[config.mk]
export PLATFORM = sky130hd
export DESIGN_NAME = dsp_mac_pipe_flat
export DESIGN_NICKNAME = d
export VERILOG_FILES = /design/src/rtl/dsp_pkg.sv /design/src/rtl/dsp_mac_pipe_if.sv /design/src/rtl/dsp_sat.sv /design/src/rtl/dsp_mac_pipe.sv /design/src/flat_wrapper.sv
export SDC_FILE = /design/constraint.sdc
export NUM_CORES = 1
export LEC_CHECK = 0
export CAP_MARGIN = 10
export CORE_MARGIN = 2
export CORE_UTILIZATION = 29
export CTS_CLUSTER_SIZE = 16
export DETAILED_ROUTE_END_ITERATION = 10
export GPL_TIMING_DRIVEN = 0
export HOLD_SLACK_MARGIN = 0.02
export SETUP_SLACK_MARGIN = 0.05
export SLEW_MARGIN = 5
export SYNTH_ARGS = -nofsm -noshare
export SYNTH_HDL_FRONTEND = slang
export SYNTH_SLANG_ARGS = --single-unit
[constraint.sdc]
create_clock -name clk -period 8 [get_ports clk]
set_input_delay 1.6 -clock clk [delete_from_list [all_inputs] [get_ports clk]]
set_output_delay 1.6 -clock clk [all_outputs]
set_load 0.03 [all_outputs]
[src/rtl/dsp_pkg.sv]
// rtl/dsp_pkg.sv - shared mode encoding and saturate-and-flag helper for the MAC pipe
package dsp_pkg;

   typedef enum logic [1:0] {
      MODE_MAC  = 2'b00,
      MODE_ACC  = 2'b01,
      MODE_LOAD = 2'b10
   } mode_t;

   localparam int SAT_MAXW = 64;

   typedef struct packed {
      logic                       ovf;
      logic signed [SAT_MAXW-1:0] val;
   } sat_t;

   // Clamp v into the signed dw-bit range; ovf reports that the value changed.
   function automatic sat_t saturate(input logic signed [SAT_MAXW-1:0] v, input int dw);
      logic signed [SAT_MAXW-1:0] hi;
      logic signed [SAT_MAXW-1:0] lo;
      sat_t res;
      hi = (64'sd1 <<< (dw - 1)) - 64'sd1;
      lo = -(64'sd1 <<< (dw - 1));
      res.ovf = 1'b0;
      res.val = v;
      if (v > hi) begin
         res.ovf = 1'b1;
         res.val = hi;
      end else if (v < lo) begin
         res.ovf = 1'b1;
         res.val = lo;
      end
      return res;
   endfunction

endpackage

[src/rtl/dsp_mac_pipe_if.sv]
// rtl/dsp_mac_pipe_if.sv - input beat and output beat handshake bundle for dsp_mac_pipe
interface dsp_mac_pipe_if #(parameter int DW = 8);

   logic                 s_valid;
   logic                 s_ready;
   logic signed [DW-1:0] a;
   logic signed [DW-1:0] b;
   logic signed [DW-1:0] c;
   logic signed [DW-1:0] d;
   logic [1:0]           mode;
   logic                 m_valid;
   logic                 m_ready;
   logic signed [DW-1:0] m_tdata;
   logic                 overflow;

   modport master (
      output s_valid, a, b, c, d, mode, m_ready,
      input  s_ready, m_valid, m_tdata, overflow
   );

   modport slave (
      input  s_valid, a, b, c, d, mode, m_ready,
      output s_ready, m_valid, m_tdata, overflow
   );

endinterface

[src/rtl/dsp_sat.sv]
// rtl/dsp_sat.sv - result shift, optional round-half-up (DSP_MAC_ROUND_EN) and clamp to DW bits
module dsp_sat
   import dsp_pkg::*;
#(
   parameter int ACCW  = 20,
   parameter int DW    = 8,
   parameter int SHIFT = 1
) (
   input  logic signed [ACCW-1:0] r,
   output logic signed [DW-1:0]   q,
   output logic                   ovf
);

   logic signed [ACCW-1:0]     rr;
   logic signed [ACCW-1:0]     shifted;
   logic signed [SAT_MAXW-1:0] ext;
   sat_t                       s;

`ifdef DSP_MAC_ROUND_EN
   // Half an output LSB is added before the shift; the sum wraps in ACCW bits.
   if (SHIFT > 0) begin : g_round
      localparam logic signed [ACCW-1:0] RND = ACCW'(1) << (SHIFT - 1);
      assign rr = r + RND;
   end else begin : g_no_round
      assign rr = r;
   end
`else
   assign rr = r;
`endif

   assign shifted = rr >>> SHIFT;
   assign ext     = SAT_MAXW'(shifted);
   assign s       = saturate(ext, DW);
   assign q       = DW'(s.val);
   assign ovf     = s.ovf;

endmodule

[src/rtl/dsp_mac_pipe.sv]
// rtl/dsp_mac_pipe.sv - 3-stage pre-add/multiply/post-add MAC with accumulator and saturated output
// Rounding before the output shift is enabled by defining DSP_MAC_ROUND_EN.
module dsp_mac_pipe
   import dsp_pkg::*;
#(
   parameter int DW    = 8,
   parameter int ACCW  = 2*DW + 4,
   parameter int SHIFT = 1
) (
   input  logic         clk,
   input  logic         rst,
   dsp_mac_pipe_if.slave io
);

   logic                   en;
   logic                   v1, v2;
   logic signed [DW:0]     p1_q;
   logic signed [DW-1:0]   b1_q;
   logic signed [ACCW-1:0] c1_q, c2_q, p2_q, acc_q, r;
   logic [1:0]             mode1_q, mode2_q;
   logic signed [2*DW:0]   prod;
   logic signed [DW-1:0]   sat_data;
   logic                   sat_ovf;

   // One enable stalls every stage, so a held output freezes the whole pipe.
   assign en         = !io.m_valid || io.m_ready;
   assign io.s_ready = en;

   assign prod = (2*DW+1)'(p1_q) * (2*DW+1)'(b1_q);

   // acc is written by the beat leaving S3, so the next ACC beat already sees it.
   always_comb begin
      r = p2_q + c2_q;
      if (mode2_q == MODE_ACC) begin
         r = acc_q + p2_q + c2_q;
      end
   end

   dsp_sat #(
      .ACCW  (ACCW),
      .DW    (DW),
      .SHIFT (SHIFT)
   ) u_sat (
      .r   (r),
      .q   (sat_data),
      .ovf (sat_ovf)
   );

   always_ff @(posedge clk) begin
      if (rst) begin
         v1          <= 1'b0;
         v2          <= 1'b0;
         p1_q        <= '0;
         b1_q        <= '0;
         c1_q        <= '0;
         mode1_q     <= '0;
         p2_q        <= '0;
         c2_q        <= '0;
         mode2_q     <= '0;
         acc_q       <= '0;
         io.m_valid  <= 1'b0;
         io.m_tdata  <= '0;
         io.overflow <= 1'b0;
      end else if (en) begin
         v1          <= io.s_valid;
         p1_q        <= (DW+1)'(io.a) - (DW+1)'(io.d);
         b1_q        <= io.b;
         c1_q        <= ACCW'(io.c);
         mode1_q     <= io.mode;
         v2          <= v1;
         p2_q        <= ACCW'(prod);
         c2_q        <= c1_q;
         mode2_q     <= mode1_q;
         io.m_valid  <= v2;
         io.m_tdata  <= sat_data;
         io.overflow <= sat_ovf;
         if (v2 && (mode2_q == MODE_ACC || mode2_q == MODE_LOAD)) begin
            acc_q <= r;
         end
      end
   end

endmodule

[src/flat_wrapper.sv]
// flat-port wrapper written by rule: the top's interface ports become plain ports
module dsp_mac_pipe_flat import dsp_pkg::*;
#(
   parameter int DW    = 8,
   parameter int ACCW  = 2*DW + 4,
   parameter int SHIFT = 1
)
  (clk, rst, io_s_valid, io_a, io_b, io_c, io_d, io_mode, io_m_ready, io_s_ready, io_m_valid, io_m_tdata, io_overflow);
  dsp_mac_pipe_if #(.DW(DW)) io_i ();
  input  logic clk;
  input  logic rst;
  input wire logic [$bits(io_i.s_valid)-1:0] io_s_valid;
  input wire logic [$bits(io_i.a)-1:0] io_a;
  input wire logic [$bits(io_i.b)-1:0] io_b;
  input wire logic [$bits(io_i.c)-1:0] io_c;
  input wire logic [$bits(io_i.d)-1:0] io_d;
  input wire logic [$bits(io_i.mode)-1:0] io_mode;
  input wire logic [$bits(io_i.m_ready)-1:0] io_m_ready;
  output wire logic [$bits(io_i.s_ready)-1:0] io_s_ready;
  output wire logic [$bits(io_i.m_valid)-1:0] io_m_valid;
  output wire logic [$bits(io_i.m_tdata)-1:0] io_m_tdata;
  output wire logic [$bits(io_i.overflow)-1:0] io_overflow;
  assign io_i.s_valid = io_s_valid;
  assign io_i.a = io_a;
  assign io_i.b = io_b;
  assign io_i.c = io_c;
  assign io_i.d = io_d;
  assign io_i.mode = io_mode;
  assign io_i.m_ready = io_m_ready;
  assign io_s_ready = io_i.s_ready;
  assign io_m_valid = io_i.m_valid;
  assign io_m_tdata = io_i.m_tdata;
  assign io_overflow = io_i.overflow;
  dsp_mac_pipe #(.DW(DW), .ACCW(ACCW), .SHIFT(SHIFT)) u_core (.clk(clk), .rst(rst), .io(io_i));
endmodule
==> out/qor.csv, run 1 <==
metric;value;unit
Post-DP HPWL;17.7;mm
global-route wire length before repair;35.3;mm
nets;1259;
Critical Path AT;4360;ps
fillcell total;2991;
Num CTS Buffers;9;
crit-path max FO;10;
Area Growth Syn to Fin;14.8;%
Syn. warnings;0;
# rows;62;
Hold Vio Cnt, Final;0;
CP peak stage delay;790;ps
Core ar.;28800;um2
startpoint types;primary input;
root buf cell;clkbuf_16;
combined flip-flop and latch cell area;1720;um2
EDFF count, synth;0;
Post-CTS Hold Fix Bufs;0;
#FFs+latches synth;86;
Max Clock Freq;168;MHz
Max Root-Sink Buffers;2;
status;finished, final reports clean;
1st-iter DRT viols;332;
DR WL/cell;15.0;um
Finished Cell Area;9740;um2
pwr dens;182;nW/um2
dpl cells;1436;
DP Area;9430;um2
max-cap viol count;0;
initial antenna violation count;0;
VDD IR max;0.131;mV
post_cts resized;0;
Sink Count;86;
minimum clock period;5960;ps
most frequent CP cell;clkdlybuf4s50_1;
antenna cells;0;
Slew Viols, Final;0;
die height;175;um
Non-Filler Instances;1452;
Post-Route WL;21.8;mm
vias in the first global route;6862;
clock-pin slew on the worst setup and hold paths;70;ps
synthesized instance count;1005;
Setup Skew;6.94;ps
static leakage power;4.32;nW
synth unique cells;67;
syn_nets;1201;
Seq/Total Area, Yosys;20.3;%
Die Wd;175;um
crit-path cells;clkdlybuf4s50_1, nor2b_1, clkdlybuf4s50_2, inv_1, clkbuf_8, clkbuf_1, clkdlybuf4s50_1;
Setup Buffers After CTS;0;
post-route ant nets;0;
Hold WC Path Type;register to register;
IO buf count;47;
Tot GR Track Use;14.5;%
Max transition margin;14.8;%
Tcrit/Tclk final;74.6;%
H-tree depth;3;
First-pass DRT Iterations;5;
routed vias;6949;
ys async rst share;0;%
Multi-input gate area;6070;um2
final setup fails;0;
routed vias/inst;4.79;
Worst Path Class, Setup;primary input to output pin;
setup_tns;0;ps
Post-Syn Area per Cell;8.44;um2
starting density of the core;29.5;%
Residual DRC;0;
worst-margin pin slew;1280;ps
predominant post-synthesis flop cell;dfxtp_1;
clk_lat worst skew;350;ps
grt ovf;0;
share of layout cells above drive strength 1;4.12;%
die area;30600;um2
Final Wtd Congestion;0.847;
RSZ-0062 raised after global routing;false;
largest net degree at the start of global routing;25;
TritonCTS clock tree;yes;
Critical Path Sink Type;output pin;
Required @ worst endpoint;6400;ps
Slowest-stage cell, CP;clkdlybuf4s50_1;
I/O pin cnt;49;
Mapped Area;8480;um2
[through the flow]
step           setup WS, ps  util, %  total power [mW]  hold WS (ps)
6_report               2040     33.8              1.77           454
5_1_grt                1910     33.8              1.90           474
4_1_cts                1980     33.8              1.79           454
3_5_place_dp           1990     32.8              1.34           446
3_3_place_gp           1990     32.8              1.33           440
2_1_floorplan          3430        -              1.12           432
[kinds of logic after synthesis]
| logic type | Yosys count | synth area share (%) |
|---|---|---|
| flip-flops | 86 | 20.3 |
| multiplexers | 5 | 0.605 |
| buffers and inverters | 159 | 8.13 |
| XOR/XNOR | 37 | 3.82 |
| AO/OA/AOI/OAI | 229 | 17.6 |
| AND/OR/NAND/NOR | 331 | 18.9 |
| adder cells (fa/ha/maj) | 158 | 30.7 |
[cells in the final DEF, fill, tap and decap left out, drive strengths merged, types with 3 or more instances in the layout]
master	synthesis	routed
nand3	11	11
a21oi	94	94
buf	3	3
clkbuf	39	49
a21o	18	18
mux2i	4	4
o41ai	3	3
inv	116	118
ha	75	75
a311oi	3	3
xor2	13	13
nor3b	3	3
a211oi	31	31
and3	6	6
clkdlybuf4s50	1	48
or3	4	4
nor3	12	12
and2	49	49
o211ai	15	15
nand2	134	134
nor2	67	67
fa	83	83
o21a	6	6
nand2b	15	15
xnor2	24	24
o21bai	6	6
nor2b	12	12
a31oi	5	5
nor4b	3	3
dfxtp	86	86
o21ai	30	30
nand4b	3	3
[metal layers]
| layer | track usage (%) | up-vias | wire (um) |
|---|---|---|---|
| met1 | 19.5 | 3349 | 10100 |
| met4 | 4.41 | 0 | 458 |
| met3 | 1.52 | 26 | 725 |
| li1 | - | 3473 | - |
| met5 | 0 | - | 0 |
| met2 | 24.7 | 101 | 10500 |
[sequential cells by signal (all words and copies together), names as in the netlist]
name	cells
u_core.io.m_valid	1
u_core.io.overflow	1
u_core.c1_q	8
u_core.mode1_q	2
u_core.mode2_q	2
u_core.c2_q	8
u_core.v2	1
u_core.v1	1
u_core.p1_q	9
u_core.io.m_tdata	8
u_core.acc_q	20
u_core.b1_q	8
u_core.p2_q	17
[worst paths after layout]
path                               start                           end  slack (ps)  cells after the start
min reg2reg  u_core.c1_q[6]$_SDFFE_PP0P_   u_core.c1_q[6]$_SDFFE_PP0P_         450                      2
min          u_core.c1_q[6]$_SDFFE_PP0P_   u_core.c1_q[6]$_SDFFE_PP0P_         450                      2
max                           io_m_ready                    io_s_ready        2040                      7
max reg2reg  u_core.b1_q[4]$_SDFFE_PP0P_  u_core.p2_q[16]$_SDFFE_PP0P_        2880                     19
[cell usage after synthesis, drive strengths merged, types with 3 or more instances]
cell type  instances  share of area [%]
xor2              13                1.3
o21a               6               0.53
nand3             11               0.65
or3                4               0.30
o21bai             6               0.53
a21o              18                1.6
nor2              67                3.0
and2              49                3.7
o41ai              3               0.53
nor4b              3               0.31
mux2i              4               0.47
o21ai             30                1.8
nand4b             3               0.31
nand2b            15                1.1
a31oi              5               0.37
nand2            134                6.0
fa                83                 20
dfxtp             86                 20
xnor2             24                2.5
nor3b              3               0.27
buf                3               0.31
a311oi             3               0.31
and3               6               0.44
nor2b             12               0.89
a21oi             94                5.5
inv              116                5.1
clkbuf            39                2.6
o211ai            15                1.4
nor3              12               0.71
a211oi            31                2.7
ha                75                 11
[final cells by class]
cell class | instances | share of cell area (%)
Inverter | 116 | 4.47
Clock inverter | 6 | 0.694
Clock buffer | 10 | 2.45
Timing Repair Buffer | 47 | 4.83
Sequential cell | 86 | 17.7
Buffer | 43 | 2.61
Tap cell | 384 | 4.94
Multi-Input combinational cell | 760 | 62.3
[critical path: cells and delay by family]
kind	cells	cell delay, ps
buffers and inverters	6	2710
AND/OR/NAND/NOR	1	40
[power by group]
part | switching (mW) | internal, mW
Clock | 0.189 | 0.252
Sequential | 0.0633 | 0.479
Combinational | 0.449 | 0.339
Total | 0.702 | 1.07
(Power assumes the default switching activity.)
==> inputs of run 2 (changes only) <==
==> constraint.sdc (replaced) <==
create_clock -name clk -period 4.94 [get_ports clk]
set_input_delay 0.988 -clock clk [delete_from_list [all_inputs] [get_ports clk]]
set_output_delay 0.988 -clock clk [all_outputs]
set_load 0.03 [all_outputs]
==> run 2 against run 1 <==
Compared with the run above: critical endpoint unchanged; register-to-register slack lost 2700 ps; sequential share of layout area grew 0.21 points; combinational power grew 61%; wire length grew 0.38%; highest routed layer unchanged; largest cell class unchanged; sequential cell count is the same; first-iteration DRC count grew 1.8%; die area is the same; critical path depth is the same; non-clock buffer count shrank 4.
==> out/qor.csv, run 2 (same netlist as run 1, synthesis figures left out) <==
metric;value;unit
status;finished, final reports clean;
H-tree depth;3;
Max Clock Freq;210;MHz
Residual DRC;0;
minimum clock period;4770;ps
Die Wd;175;um
Required @ worst endpoint;3950;ps
Tot Pwr;2.88;mW
routed vias;6928;
DP Area;9430;um2
biggest regs;u_core.acc_q (20), u_core.p2_q (17), u_core.p1_q (9);
initial antenna violation count;0;
die area;30600;um2
DR WL/cell;15.1;um
max FFs per register;20;
Sink Count;86;
static leakage power;4.35;nW
I/O pin cnt;49;
pwr dens;294;nW/um2
Hold Vio Cnt, Final;0;
Critical Path AT;3780;ps
clk_lat worst skew;350;ps
Post-Route WL;21.9;mm
Final Wtd Congestion;0.847;
worst-margin pin slew;908;ps
setup_tns;0;ps
1st-iter DRT viols;338;
RSZ-0062 raised after global routing;true;
Slew Viols, Final;0;
Max transition margin;39.4;%
Core ar.;28800;um2
global-route wire length before repair;35.4;mm
First-pass DRT Iterations;4;
Hold WC Path Type;register to register;
share of layout cells above drive strength 1;6.58;%
crit-path max FO;10;
starting density of the core;29.5;%
Area Growth Syn to Fin;15.4;%
Critical Path Sink Type;output pin;
combined flip-flop and latch cell area;1750;um2
# rows;62;
root buf cell;clkbuf_16;
vias in the first global route;6842;
Tot GR Track Use;14.6;%
Post-CTS Hold Fix Bufs;0;
nets;1255;
most common cell after layout, fill and taps aside;nand2_1;
largest net degree at the start of global routing;25;
Worst Path Class, Setup;primary input to output pin;
clock-pin slew on the worst setup and hold paths;70;ps
Max Root-Sink Buffers;2;
grt ovf;0;
max-cap viol count;0;
Setup Skew;6.20;ps
Num CTS Buffers;9;
VDD IR max;0.212;mV
Finished Cell Area;9790;um2
startpoint types;primary input;
IO buf count;47;
most frequent cells in the layout;nand2_1, inv_1, a21oi_1, fa_1, ha_1;
antenna cells;0;
Post-DP HPWL;17.7;mm
fillcell total;2983;
post-route ant nets;0;
TritonCTS clock tree;yes;
Tcrit/Tclk final;96.5;%
final setup fails;0;
Multi-input gate area;6080;um2
hold slack;454;ps
die height;175;um
largest register by flop count;u_core.acc_q;
flop-to-flop setup slack;190;ps
routed vias/inst;4.78;
[run 2: cell types whose count changed in the layout (fill, tap and decap cells not counted), sizes merged]
| cell | previous run | this run |
|---|---|---|
| buf | 3 | 7 |
| inv | 118 | 117 |
| clkinvlp | 2 | 3 |
| clkbuf | 49 | 41 |
[run 2: power by group]
part           switching, mW  internal [mW]
registers              0.115          0.779
logic                  0.718          0.552
clock network          0.304          0.409
[run 2: final cells by class]
cell class | count | share of cell area (%)
Buffer | 35 | 2.29
Clock buffer | 10 | 2.44
Clock inverter | 6 | 0.690
Inverter | 116 | 4.49
Multi-Input combinational cell | 760 | 62.2
Sequential cell | 86 | 17.9
Tap cell | 384 | 4.91
Timing Repair Buffer | 51 | 5.11
[run 2: repair_timing]
action / CTS / global route
gates resized for setup: 3 / 25
setup endpoints to repair: 7 / 6
setup buffers: 0 / 4
pin swaps: 0 / 7
[run 2: routing by layer]
| layer | vias up | GRT usage, % | wire length (um) |
|---|---|---|---|
| li1 | 3466 | - | - |
| met5 | - | 0 | 0 |
| met4 | 0 | 4.41 | 458 |
| met3 | 25 | 1.57 | 637 |
| met1 | 3333 | 19.4 | 10200 |
| met2 | 104 | 24.8 | 10600 |
[run 2: path summary, 6_finish.rpt]
check	start	to	cells past startpoint
min	u_core.mode1_q[1]$_SDFFE_PP0P_	u_core.mode1_q[1]$_SDFFE_PP0P_	2
min reg2reg	u_core.mode1_q[1]$_SDFFE_PP0P_	u_core.mode1_q[1]$_SDFFE_PP0P_	2
max	io_m_ready	io_s_ready	7
max reg2reg	u_core.b1_q[4]$_SDFFE_PP0P_	u_core.p2_q[16]$_SDFFE_PP0P_	18
[run 2: worst max-delay path, cell delays in order]
cell and delay, ps:
clkdlybuf4s50_1 460, nor2b_1 40, clkdlybuf4s50_2 590, inv_1 210
clkbuf_8 220, clkbuf_1 460, clkdlybuf4s50_1 800
[run 2: per-stage QoR]
stage / utilization, % / setup slack (ps) / std cells
2_1_floorplan: - / 371 / 1005
3_3_place_gp: 32.8 / -122 / 1436
3_5_place_dp: 32.8 / -176 / 1436
4_1_cts: 33.8 / 3.99 / 1444
5_1_grt: 34.0 / -7.67 / 1448
6_report: 34.0 / 173 / 1448
